<file path="config.mk">
export PLATFORM = sky130hd
export DESIGN_NAME = int8_dual_mac_sequencer
export DESIGN_NICKNAME = d
export VERILOG_FILES = /design/src/rtl/int8_mac_pkg.sv /design/src/rtl/int8_pair_zero_gate.sv /design/src/rtl/int8_dual_mac_sequencer.sv
export SDC_FILE = /design/constraint.sdc
export NUM_CORES = 1
export LEC_CHECK = 0
export ABC_AREA = 1
export CORE_MARGIN = 2
export CORE_UTILIZATION = 42
export DETAILED_ROUTE_END_ITERATION = 6
export PLACE_DENSITY = 0.86
export SETUP_SLACK_MARGIN = 0.02
export SYNTH_ARGS = -nofsm -noshare
export SYNTH_HDL_FRONTEND = slang
export SYNTH_SLANG_ARGS = --single-unit
</file>
<file path="constraint.sdc">
create_clock -name clk -period 3.2 [get_ports clk]
set_input_delay 0.48 -clock clk [delete_from_list [all_inputs] [get_ports clk]]
set_output_delay 0.48 -clock clk [all_outputs]
set_load 0.01 [all_outputs]
</file>
<file path="src/rtl/int8_mac_pkg.sv">
// Shared types and constants for the int8 dual-lane MAC sequencer.
// Word layout is {w1,a1,w0,a0}; dequant scale is Q8.16.
package int8_mac_pkg;

  typedef logic [2:0] state_t;
  localparam state_t ST_IDLE   = 3'd0;
  localparam state_t ST_CLEAR  = 3'd1;
  localparam state_t ST_STREAM = 3'd2;
  localparam state_t ST_FLUSH  = 3'd3;
  localparam state_t ST_WAIT   = 3'd4;
  localparam state_t ST_RESP   = 3'd5;

  localparam int A0_LSB   = 0;
  localparam int W0_LSB   = 8;
  localparam int A1_LSB   = 16;
  localparam int W1_LSB   = 24;
  localparam int Q_FRAC_W = 16;

  typedef struct packed {
    logic [7:0] w;
    logic [7:0] a;
  } lane_op_t;

  function automatic lane_op_t word_lane(input logic [31:0] word, input logic lane);
    lane_op_t op;
    op.w = lane ? word[W1_LSB +: 8] : word[W0_LSB +: 8];
    op.a = lane ? word[A1_LSB +: 8] : word[A0_LSB +: 8];
    return op;
  endfunction

endpackage

</file>
<file path="src/rtl/int8_pair_zero_gate.sv">
// Splits one SRAM word into two MAC lanes, dropping out-of-range and zero-product
// elements and reporting how many in-range elements were skipped.
module int8_pair_zero_gate
  import int8_mac_pkg::*;
(
  input  logic [31:0] word,
  input  logic [1:0]  in_range,
  output logic [1:0]  lane_valid,
  output logic [7:0]  w0,
  output logic [7:0]  a0,
  output logic [7:0]  w1,
  output logic [7:0]  a1,
  output logic [1:0]  skip
);

  lane_op_t op0, op1;

  always_comb begin
    op0 = word_lane(word, 1'b0);
    op1 = word_lane(word, 1'b1);
    lane_valid[0] = in_range[0] && (op0.w != 8'd0) && (op0.a != 8'd0);
    lane_valid[1] = in_range[1] && (op1.w != 8'd0) && (op1.a != 8'd0);
    w0 = lane_valid[0] ? op0.w : 8'd0;
    a0 = lane_valid[0] ? op0.a : 8'd0;
    w1 = lane_valid[1] ? op1.w : 8'd0;
    a1 = lane_valid[1] ? op1.a : 8'd0;
    // out-of-range elements are masked, not skipped
    skip = {1'b0, in_range[0] & ~lane_valid[0]} + {1'b0, in_range[1] & ~lane_valid[1]};
  end

endmodule

</file>
<file path="src/rtl/int8_dual_mac_sequencer.sv">
// Job controller for int8_dual_zero_skip_mac: streams packed pairs from SRAM,
// flushes the MAC with zero beats, and returns the dequantized dot product.
module int8_dual_mac_sequencer
  import int8_mac_pkg::*;
#(
  parameter int ADDR_W      = 12,
  parameter int LEN_W       = 16,
  parameter int ACC_WIDTH   = 48,
  parameter int SCALE_WIDTH = 24,
  parameter int FLUSH_BEATS = 1
) (
  input  logic                   clk,
  input  logic                   rst,
  input  logic                   start,
  input  logic [ADDR_W-1:0]      cfg_base,
  input  logic [LEN_W-1:0]       cfg_len,
  input  logic [SCALE_WIDTH-1:0] cfg_scale,
  output logic                   busy,
  output logic                   mem_rd_en,
  output logic [ADDR_W-1:0]      mem_addr,
  input  logic [31:0]            mem_rdata,
  output logic                   mac_clear_acc,
  output logic                   mac_valid0,
  output logic                   mac_valid1,
  output logic                   mac_last0,
  output logic                   mac_last1,
  output logic [7:0]             mac_weight0,
  output logic [7:0]             mac_weight1,
  output logic [7:0]             mac_act0,
  output logic [7:0]             mac_act1,
  output logic [SCALE_WIDTH-1:0] mac_scale,
  input  logic [ACC_WIDTH-1:0]   mac_dq,
  input  logic                   mac_dq_valid,
  output logic [ACC_WIDTH-1:0]   res_data,
  output logic                   res_valid,
  input  logic                   res_ready,
  output logic [LEN_W-1:0]       skip_cnt
);

  localparam int FL_W = (FLUSH_BEATS > 1) ? $clog2(FLUSH_BEATS) : 1;

  state_t                 state_q, state_d;
  logic [ADDR_W-1:0]      addr_q, addr_d;
  logic [LEN_W-1:0]       rem_q, rem_d;
  logic [FL_W-1:0]        fl_q, fl_d;
  logic                   pend_q, pend_d;
  logic [1:0]             mask_q, mask_d;
  logic [SCALE_WIDTH-1:0] scale_q, scale_d;
  logic [LEN_W-1:0]       skip_q, skip_d;
  logic [ACC_WIDTH-1:0]   res_q, res_d;

  logic [1:0] g_valid, g_skip, g_range;
  logic [7:0] g_w0, g_a0, g_w1, g_a1;
  logic       last_word, flush_beat, flush_final;

  // pend_q marks the cycle where the previous cycle's read data is on mem_rdata
  assign g_range = pend_q ? mask_q : 2'b00;

  int8_pair_zero_gate u_gate (
    .word       (mem_rdata),
    .in_range   (g_range),
    .lane_valid (g_valid),
    .w0         (g_w0),
    .a0         (g_a0),
    .w1         (g_w1),
    .a1         (g_a1),
    .skip       (g_skip)
  );

  always_comb begin
    last_word   = (rem_q <= LEN_W'(2));
    // flush beats wait until the trailing data beat has drained
    flush_beat  = (state_q == ST_FLUSH) && !pend_q;
    flush_final = flush_beat && (fl_q == FL_W'(FLUSH_BEATS - 1));
  end

  always_comb begin
    state_d = state_q;
    addr_d  = addr_q;
    rem_d   = rem_q;
    fl_d    = fl_q;
    pend_d  = 1'b0;
    mask_d  = 2'b00;
    scale_d = scale_q;
    skip_d  = skip_q + LEN_W'(g_skip);
    res_d   = res_q;
    case (state_q)
      ST_IDLE: begin
        if (start) begin
          state_d = ST_CLEAR;
          addr_d  = cfg_base;
          rem_d   = cfg_len;
          scale_d = cfg_scale;
          skip_d  = '0;
          fl_d    = '0;
        end
      end
      ST_CLEAR: state_d = (rem_q == '0) ? ST_FLUSH : ST_STREAM;
      ST_STREAM: begin
        pend_d = 1'b1;
        mask_d = (rem_q == LEN_W'(1)) ? 2'b01 : 2'b11;
        addr_d = addr_q + ADDR_W'(1);
        rem_d  = last_word ? '0 : rem_q - LEN_W'(2);
        if (last_word) state_d = ST_FLUSH;
      end
      ST_FLUSH: begin
        if (flush_beat) begin
          fl_d = fl_q + FL_W'(1);
          if (flush_final) state_d = ST_WAIT;
        end
      end
      ST_WAIT: begin
        if (mac_dq_valid) begin
          res_d   = mac_dq;
          state_d = ST_RESP;
        end
      end
      ST_RESP: if (res_ready) state_d = ST_IDLE;
      default: state_d = ST_IDLE;
    endcase
  end

  always_ff @(posedge clk) begin
    if (rst) begin
      state_q <= ST_IDLE;
      addr_q  <= '0;
      rem_q   <= '0;
      fl_q    <= '0;
      pend_q  <= 1'b0;
      mask_q  <= 2'b00;
      scale_q <= '0;
      skip_q  <= '0;
      res_q   <= '0;
    end else begin
      state_q <= state_d;
      addr_q  <= addr_d;
      rem_q   <= rem_d;
      fl_q    <= fl_d;
      pend_q  <= pend_d;
      mask_q  <= mask_d;
      scale_q <= scale_d;
      skip_q  <= skip_d;
      res_q   <= res_d;
    end
  end

  always_comb begin
    busy          = (state_q != ST_IDLE);
    mem_rd_en     = (state_q == ST_STREAM);
    mem_addr      = mem_rd_en ? addr_q : '0;
    mac_clear_acc = (state_q == ST_CLEAR);
    mac_valid0    = g_valid[0] | flush_beat;
    mac_valid1    = g_valid[1];
    mac_last0     = flush_final;
    mac_last1     = 1'b0;
    mac_weight0   = g_w0;
    mac_act0      = g_a0;
    mac_weight1   = g_w1;
    mac_act1      = g_a1;
    mac_scale     = scale_q;
    res_data      = res_q;
    res_valid     = (state_q == ST_RESP);
    skip_cnt      = skip_q;
  end

endmodule

</file>
# == Word-level counts from Yosys, hierarchy flattened ==
# Index checks and enable logic that the tools add are counted.
# totals
wordCells,82
regBits,123
input_bits,137
output_inout_bits,140
# op_classes
order_cmp,1
n_reduce_logical,22
n_addsub,5
muxes,26
n_eq_ne,12
n_bitwise,7
# ops
cell,n
16-bit 2-to-1 mux,4
8-bit 2-to-1 mux,4
16-bit case mux with 2 select lines,1
8-bit nonzero test,4
12-bit 2-to-1 mux,2
12-bit case mux with 2 select lines,1
3-bit 2-to-1 mux,6
3-bit case mux with 6 select lines,1
16-bit by 2-bit adder with 16-bit output,1
"16-bit by 1-bit equality test with 1-bit output, second input constant",1
"16-bit by 2-bit less-or-equal comparator with 1-bit output, second input constant",1
16-bit zero test,1
"16-bit by 2-bit subtractor with 16-bit output, second input constant",1
"12-bit by 1-bit adder with 12-bit output, second input constant",1
"2-bit != test, second input constant",4
"3-bit by 2-bit equality test with 1-bit output, second input constant",2
"3-bit equality test, second input constant",2
1-bit logical AND,6
2-bit AND reduction,3
6-bit AND reduction,1
1-bit 2-to-1 mux,4
2-bit 2-to-1 mux,2
"2-bit by 1-bit != test with 1-bit output, second input constant",2
1-bit inverter,4
12 further kinds,14

# == Logic depth before layout (Yosys ltp) ==
# Gate-level depths: netlist of run 1.
# logic_depth
word_depth,9
mapped_depth,16
ltp_nobuf,15

# == Cells and area by module ==
# From an unflattened synthesis of run 1, not the netlist that was laid out.
# hier_totals
cells_unflattened,907
area_unflattened_um2,6180.9
# by_module_without_submodules
mod,seq_area_each_um2,cells_per_inst,n_inst,area_per_inst_um2
int8_dual_mac_sequencer,2462.4,806,1,5675.4
int8_pair_zero_gate,0.0,101,1,505.5

# == Worst setup path before layout of run 1 ==
# Ideal clock, no wire load.
# synth_path
path_kind,input to register
start,input port mem_rdata[1]
end,"register skip_q[14], in the netlist skip_cnt[14]"
setup_time_ns,0.070
setup_slack_ns,0.325
path_buffers,1
arrival_ns,2.805
required_time_ns,3.130
cell_stages,13
path_cell_list,nor4_1 > nand2_1 > nand4_1 > buf_2 > nand3_1 > fa_1 > inv_1 > ha_1 > nand3_1 > nor3_2 > nand3_1 > or2_2 > a21oi_1
# synth_between
elab_chain_len,8
# synth_rtl
item,line,rtl
"start, declared",int8_dual_mac_sequencer.sv:21,"input logic [31:0] mem_rdata,"
8-bit nonzero test *,int8_pair_zero_gate.sv:21,lane_valid[0] = in_range[0] && (op0.w != 8'd0) && (op0.a != 8'd0);
1-bit logical AND *,int8_pair_zero_gate.sv:21,
1-bit inverter *,int8_pair_zero_gate.sv:28,"skip = {1'b0, in_range[0] & ~lane_valid[0]} + {1'b0, in_range[1] & ~lane_valid[1]};"
1-bit bitwise AND *,int8_pair_zero_gate.sv:28,
1-bit by 1-bit adder with 2-bit output *,int8_pair_zero_gate.sv:28,
16-bit by 2-bit adder with 16-bit output *,int8_dual_mac_sequencer.sv:85,skip_d = skip_q + LEN_W'(g_skip);
16-bit 2-to-1 mux,int8_dual_mac_sequencer.sv:89,if (start) begin
16-bit 2-to-1 mux *,int8_dual_mac_sequencer.sv:87,case (state_q)
"end signal, assigned",int8_dual_mac_sequencer.sv:142,skip_q <= skip_d;
"end, declared",int8_dual_mac_sequencer.sv:49,"logic [LEN_W-1:0] skip_q, skip_d;"
# Mark *: on every way between the ends. The rest lies on a longest branch, timed or not.
# A chain may end at the register's enable or synchronous reset.

# == Worst setup path in the final report of run 1 ==
# layout_path
start,input port mem_rdata[24]
end,output port mac_weight1[0]
# layout_between
elab_chain_len,4
# layout_rtl
item,line,rtl
8-bit nonzero test,int8_pair_zero_gate.sv:22,lane_valid[1] = in_range[1] && (op1.w != 8'd0) && (op1.a != 8'd0);
1-bit logical AND (2 in series),int8_pair_zero_gate.sv:22,
8-bit 2-to-1 mux *,int8_pair_zero_gate.sv:25,w1 = lane_valid[1] ? op1.w : 8'd0;
"end, declared",int8_dual_mac_sequencer.sv:28,"output logic [7:0] mac_weight1,"
# Marked as above.

==> results of run 1 <==
[cells in the final DEF, fill, tap and decap left out, types with 2 or more instances in the layout]
cell / n
nand2_1: 111
clkbuf_8: 4
nor2_2: 5
o21ai_1: 7
inv_2: 5
nand4_1: 11
ha_1: 3
nor3_1: 9
o21ai_0: 105
buf_4: 8
clkdlybuf4s50_1: 275
clkinvlp_4: 6
a211oi_1: 2
nand2_4: 2
a21oi_1: 76
nor2_8: 2
or2_2: 2
nand3_1: 37
a31oi_1: 5
xor2_1: 5
nor4_1: 5
clkbuf_16: 17
nand2_2: 2
nor2_1: 150
o211ai_1: 2
bufinv_16: 3
o21a_1: 2
xnor2_1: 3
dfxtp_1: 123
nand3b_1: 3
inv_1: 145
nor2_4: 2
[how the worst min path moves through the flow]
stage                 start           end  slack (ns)  cells past startpoint
6_report        res_data[6]   res_data[6]        0.44                      2
5_1_grt        res_data[19]  res_data[19]        0.46                      2
4_1_cts         res_data[6]   res_data[6]        0.44                      2
3_5_place_dp    res_data[6]   res_data[6]        0.43                      2
3_3_place_gp   res_data[14]  res_data[14]        0.43                      2
2_1_floorplan      rem_q[0]     mask_q[1]        0.45                      1
[logic make-up (layout without fill, tap and decap cells)]
family / Yosys count / count (layout) / synth area share, %
AO/OA/AOI/OAI: 204 / 204 / 17.82
XOR/XNOR: 8 / 8 / 1.173
adder cells (fa/ha/maj): 4 / 4 / 0.9632
AND/OR/NAND/NOR: 346 / 346 / 25.52
other: 1 / 1 / 0.06275
flip-flops: 123 / 123 / 41.21
buffers and inverters: 189 / 466 / 13.25
[state kept, by name (all words and copies together), names as in the netlist]
name       count
res_data      48
mask_q         2
state_q        3
fl_q           1
pend_q         1
mac_scale     24
addr_q        12
rem_q         16
skip_cnt      16
[per-layer routing]
layer | vias to the layer above | global-route usage, % | wire (µm)
met2 | 273 | 43.34 | 9345
met4 | 0 | 10.44 | 369
li1 | 3302 | - | -
met3 | 32 | 8.164 | 1842
met5 | - | 0 | 0
met1 | 2970 | 25.72 | 7149
[worst max-delay path: stages]
cell and delay, ns:
clkdlybuf4s50_1 0.46, inv_1 0.05, nand4_1 0.10, nor2_1 0.05, nor3_1 0.26, inv_2 0.07
buf_4 0.19, nor2_1 0.16, clkdlybuf4s50_1 0.56
[power groups by stage]
stage	registers, mW	logic [mW]	clock network (mW)
after floorplan	2.20	1.61	0
final	2.14	2.59	1.99
after CTS	2.14	2.60	2.01
after detailed placement	2.16	2.57	0
after global routing	2.18	2.91	2.09
after global placement	2.15	2.52	0
[area by class of cell]
cell class | count | area, µm² | share of cell area, %
clock buffer | 21 | 480.5 | 5.094
clock inverter | 10 | 140.1 | 1.486
tap | 180 | 225.2 | 2.388
timing repair buffer | 284 | 2833 | 30.03
inverter | 151 | 569.3 | 6.036
sequential | 123 | 2462 | 26.11
multi-input combinational | 563 | 2721 | 28.85
[per-stage QoR]
stage / area (µm²) / utilization (%) / setup WS [ns]
floorplan: 5976 / - / 0.3252
global placement: 8811 / 63.48 / 0.2101
finish: 9432 / 67.95 / 0.3413
CTS: 9432 / 67.95 / 0.2988
global route: 9432 / 67.95 / 0.2069
detailed placement: 8811 / 63.48 / 0.06717
==> metrics.yaml, run 1 <==
post_cts_buffers: 0
power.switching_mw: 2.468
required_ns: 2.72
cts_sinks: 123
end_kind: "output port"
clk_latency_ns: 0.42
p_leak_nw: 3.848
area_delta_synth_final_pct: 57.83
syn_inst: 875
wl_per_cell_um: 14.04
finalWeightedCongestion: 0.8908
drtAntennaViolNets: 0
start_kind: "input pin"
dr.pass1.iters: 5
n_antenna_cell: 0
skew_ns: 0.006379
slew_violations: 0
sw_frac_of_total_pct: 36.69
post_cts_resized: 0
clkPwrFrac_pct: 29.6
initial_core_util_pct: 43.05
yosysSeqAreaShare_pct: 41.21
cts_buffers: 17
total_power_mw: 6.726
crit_start: "mem_rdata[24]"
rsz0062_at_grt: "no"
hold_path.class: "reg2reg"
ys_ff_latch: 123
dp_cells: 1301
vdd_drop_max_mv: 0.4905
viasPerCell: 4.938
io_buffers: 275
fin_hold_ws_ns: 0.4392
grt_pass1_wl_um: 28610
syn_area_per_cell_um2: 6.829
synth_nets: 1016
netlist_area_mm2: 0.005976
htreeDepth: 4
critical_path_arrival_ns: 2.38
worst_pin_slew_ns: 0.6721
synth_cell_types: 45
dieHeight_um: 123.3
synth_edf_count: 0
synth_area_leaders: "dfxtp_1, nor2_1, inv_1"
globalRouteTotalUtil_pct: 24.19
ios: 277
grt_pass1_vias: 6117
drt-total-wl_um: 18710
core-area_mm2: 0.01388
fillers: 1134
num_rows: 43
critPathCapture: "mac_weight1[0]"
p_int_mw: 4.259
grt_max_degree: 66
fin_setup_tns_ns: 0
worstSetupPathType: "in2out"
finalSetupViolCount: 0
r2r_slack_ns: 1.00
rr_endpoint: "skip_cnt[14]"
critPathMaxFanout: 16
outcome: "finished clean"
cts_buffer_depth: 2
synth_top_cell_by_area: "dfxtp_1"
comb_power_share_pct: 38.5
yosys-top-cells-count: "nor2_1, inv_1, dfxtp_1, nand2_1, o21ai_0"
yosysWarnings: 0
min_period_ns: 2.859
cap_violations: 0
drt_iter0_markers: 417
period_share_pct: 89.33
antenna_found_initial: 0
timing.fmax_ghz: 0.3498
drc: 0
grt_overflow_total: 0
synth_most_common_cell: "nor2_1"
reg2regPathDepth: 12
r2r_start: "pend_q"
cts_root_buf: "clkbuf_16"
ys_async_sr_fraction_pct: 0
power_frac_seq_pct: 31.9
cts_tree: "yes"
vias: 6577
yosysTopAreaCellShare_pct: 41.21
nNetsFinal: 1281
hold_buffers: 0
cts.reportedPaths.clkPinSlew_ns: 0.05
dieWidth_um: 123.3
fin_cells: 1332
cellPowerDensity_mw_per_mm2: 713.2
drive_above_1_share_pct: 5.642
slew_headroom_pct: 55.13
final_hold_viol_count: 0
dp_hpwl_um: 13660
synth-main-ff-cell: "dfxtp_1"
die_area_mm2: 0.01520
Note: power is estimated with default switching activity, not from simulation.
==> inputs of run 2 (changes only) <==
- ABC_AREA: 1 -> default
- CORE_MARGIN: 2 -> 4
- CORE_UTILIZATION: 42 -> 41
- PLACE_DENSITY: 0.86 -> 0.87
- clock period: 3.2 -> 3.1 ns (I/O delays scaled with it)
==> run 2 against run 1 <==
Net effect:
- non-clock buffer count increased by 7
- critical endpoint is now mem_addr[2]
- register-to-register slack got worse by 0.27 ns
- flip-flop and latch count is the same
- largest power group unchanged
- highest routed layer unchanged
==> metrics.yaml, run 2 <==
drt-total-wl_um: 19370  # +3.5%
timing.final.ws_setup_ns: 0.2483  # -0.09303 ns
nNetsFinal: 1112  # -13%
core-area_mm2: 0.01324  # -4.6%
dp_worst_setup_slack_ns: -0.05962  # -0.1268 ns
vias: 6072  # -7.7%
grt_pass1_vias: 5924  # -3.2%
hold-path-cell-count: 2  # unchanged
netlist_area_mm2: 0.005554  # -7.1%
antenna_found_initial: 0  # unchanged
synth_top_cell_by_area: "dfxtp_1"
hold_buffers: 0  # unchanged
clk_latency_ns: 0.41  # about the same
syn_inst: 707  # -19%
slew_violations: 0  # unchanged
crit_start: "state_q[1]"
fillers: 1059  # -6.6%
io_buffers: 275  # unchanged
r2r_start: "state_q[1]"
start_kind: "flop"
top_usage_layer: "met2"
ys_async_sr_fraction_pct: 0  # unchanged
p_leak_nw: 3.253  # -15%
cts.reportedPaths.clkPinSlew_ns: 0.05  # about the same
final_hold_viol_count: 0  # unchanged
synth_cell_types: 68  # +51%
yosysSeqAreaShare_pct: 44.33  # +3.1 points
synth-main-ff-cell: "dfxtp_1"
n_antenna_cell: 0  # unchanged
yosys-top-cells-count: "nand2_1, dfxtp_1, a21oi_1, and2_1, nor2_1"
area_delta_synth_final_pct: 63.21
globalRouteTotalUtil_pct: 24.11  # -0.084 points
met2_usage_pct: 41.92  # -1.4 points
multi_input_area_mm2: 0.002846  # +4.6%
grt_pass1_wl_um: 30300  # +5.9%
drive_above_1_share_pct: 6.714  # +1.1 points
cap_violations: 0  # unchanged
end_kind: "output port"
syn_area_per_cell_um2: 7.856  # +15%
timing.fmax_ghz: 0.3507
fin_hold_ws_ns: 0.4535  # +0.01434 ns
drt_iter0_markers: 383  # -8.2%
skew_ns: 0.008849  # +0.002470 ns
slew_headroom_pct: 29.62  # -26 points
post_cts_buffers: 0  # unchanged
critPathCapture: "mem_addr[2]"
period_share_pct: 91.99
critical_path_arrival_ns: 2.39  # about the same
yosysTopAreaCellShare_pct: 44.33  # +3.1 points
viasPerCell: 5.239  # +6.1%
cellPowerDensity_mw_per_mm2: 701.7  # -1.6%
synth_top_family_by_area: "simple AND/OR/NAND/NOR gates"
dp_hpwl_um: 14210  # +4.0%
yosys.area_share.adder_pct: 1.036  # +0.073 points
final_cell_mix: "clkdlybuf4s50_1, nand2_1, dfxtp_1"
initial_core_util_pct: 41.94  # -1.1 points
use_met1_pct: 25.23  # -0.50 points
outcome: "finished clean"
rr_endpoint: "rem_q[14]"
num_rows: 42  # -2.3%
synth_nets: 848  # -17%
min_period_ns: 2.852
r2r_slack_ns: 0.73  # -0.27 ns
cts_tree: "yes"
grt_overflow_total: 0  # unchanged
cts_root_buf: "clkbuf_16"
ys_ff_latch: 123  # unchanged
yosysWarnings: 0  # unchanged
htreeDepth: 4  # unchanged
vdd_drop_max_mv: 0.4649  # -5.2%
use_met3_pct: 9.434  # +1.3 points
finalSetupViolCount: 0  # unchanged
synth_mux_area_share_pct: 0.1802  # +0.18 points
final_common_cell: "clkdlybuf4s50_1"
cts_buffer_depth: 2  # unchanged
synth_xor_area_share_pct: 2.681  # +1.5 points
rsz0062_at_grt: "no"
grt_max_degree: 55  # -17%
drtAntennaViolNets: 0  # unchanged
critPathMaxFanout: 25  # +9
post_cts_resized: 0  # unchanged
worst_pin_slew_ns: 1.052  # +0.3797 ns
wl_per_cell_um: 16.71  # +19%
worstSetupPathType: "reg2out"
die_area_mm2: 0.01547  # +1.8%
dieWidth_um: 124.4  # +0.90%
reg2regPathDepth: 6  # -6
drc: 0  # unchanged
dr.pass1.iters: 5  # unchanged
finalWeightedCongestion: 0.9931  # +11%
synth_most_common_cell: "nand2_1"
synth_edf_count: 0  # unchanged
hold_path.class: "reg2reg"
total_power_mw: 6.361  # -5.4%
cts_buffers: 17  # unchanged
synth_compound_gate_area_share_pct: 16.40  # -1.4 points
seq_area_mm2: 0.002462  # unchanged
synth_area_leaders: "dfxtp_1, nand2_1, a21oi_1"
ios: 277  # unchanged
required_ns: 2.63  # -0.09 ns
cts_sinks: 123  # unchanged
largest_register_ffs: 48  # unchanged
fin_setup_tns_ns: 0  # unchanged
dieHeight_um: 124.4  # +0.90%
yosys.area_share.simple_pct: 30.89  # +5.4 points
==> run 2: power by group <==
part           switching, mW  leakage, nW  internal, mW
registers              0.240         1.00          1.82
logic                   1.24         1.94         0.974
clock network          0.707        0.309          1.38
==> run 2: worst min path at each step <==
stage | start | end | slack (ns)
6_report | mac_scale[10] | mac_scale[10] | 0.45
3_3_place_gp | mac_scale[20] | mac_scale[20] | 0.44
3_5_place_dp | res_data[12] | res_data[12] | 0.45
2_1_floorplan | rem_q[0] | mask_q[1] | 0.46
4_1_cts | res_data[45] | res_data[45] | 0.45
5_1_grt | res_data[4] | res_data[4] | 0.47
==> run 2: cells by family after synthesis <==
group | Yosys count
xor+xnor | 17
flops | 123
buf+inv | 57
mux | 1
fa+ha+maj | 4
compound gates | 156
simple gates | 348
other cells | 1
==> run 2: layout make-up <==
type	count	share of cell area, %
multi-input cells	527	31.40
inverters	11	0.4693
flip-flops and latches	123	27.16
well taps	176	2.429
clock buffers	19	4.997
clock inverters	12	1.877
repair buffers	291	31.66
==> run 2: layer usage <==
metal,part of all wire [%],vias to the layer above
met5,0,-
met4,4.4,0
met3,9.7,58
met2,49,297
met1,37,2763
li1,-,2954
==> run 2: stage by stage <==
stage          std cells  utilization [%]  cell area [µm²]
6_report            1159            68.45             9065
5_1_grt             1159            68.45             9065
4_1_cts             1159            68.45             9065
3_5_place_dp        1128            63.75             8442
3_3_place_gp        1128            63.75             8442
2_1_floorplan        707                -             5554
==> run 2: critical path: stages, from the launching register on <==
cell and delay [ns]:
dfxtp_1 0.30, buf_4 0.17, or3b_1 0.40, clkinv_2 0.27, and2_1 0.26, clkdlybuf4s50_1 0.58
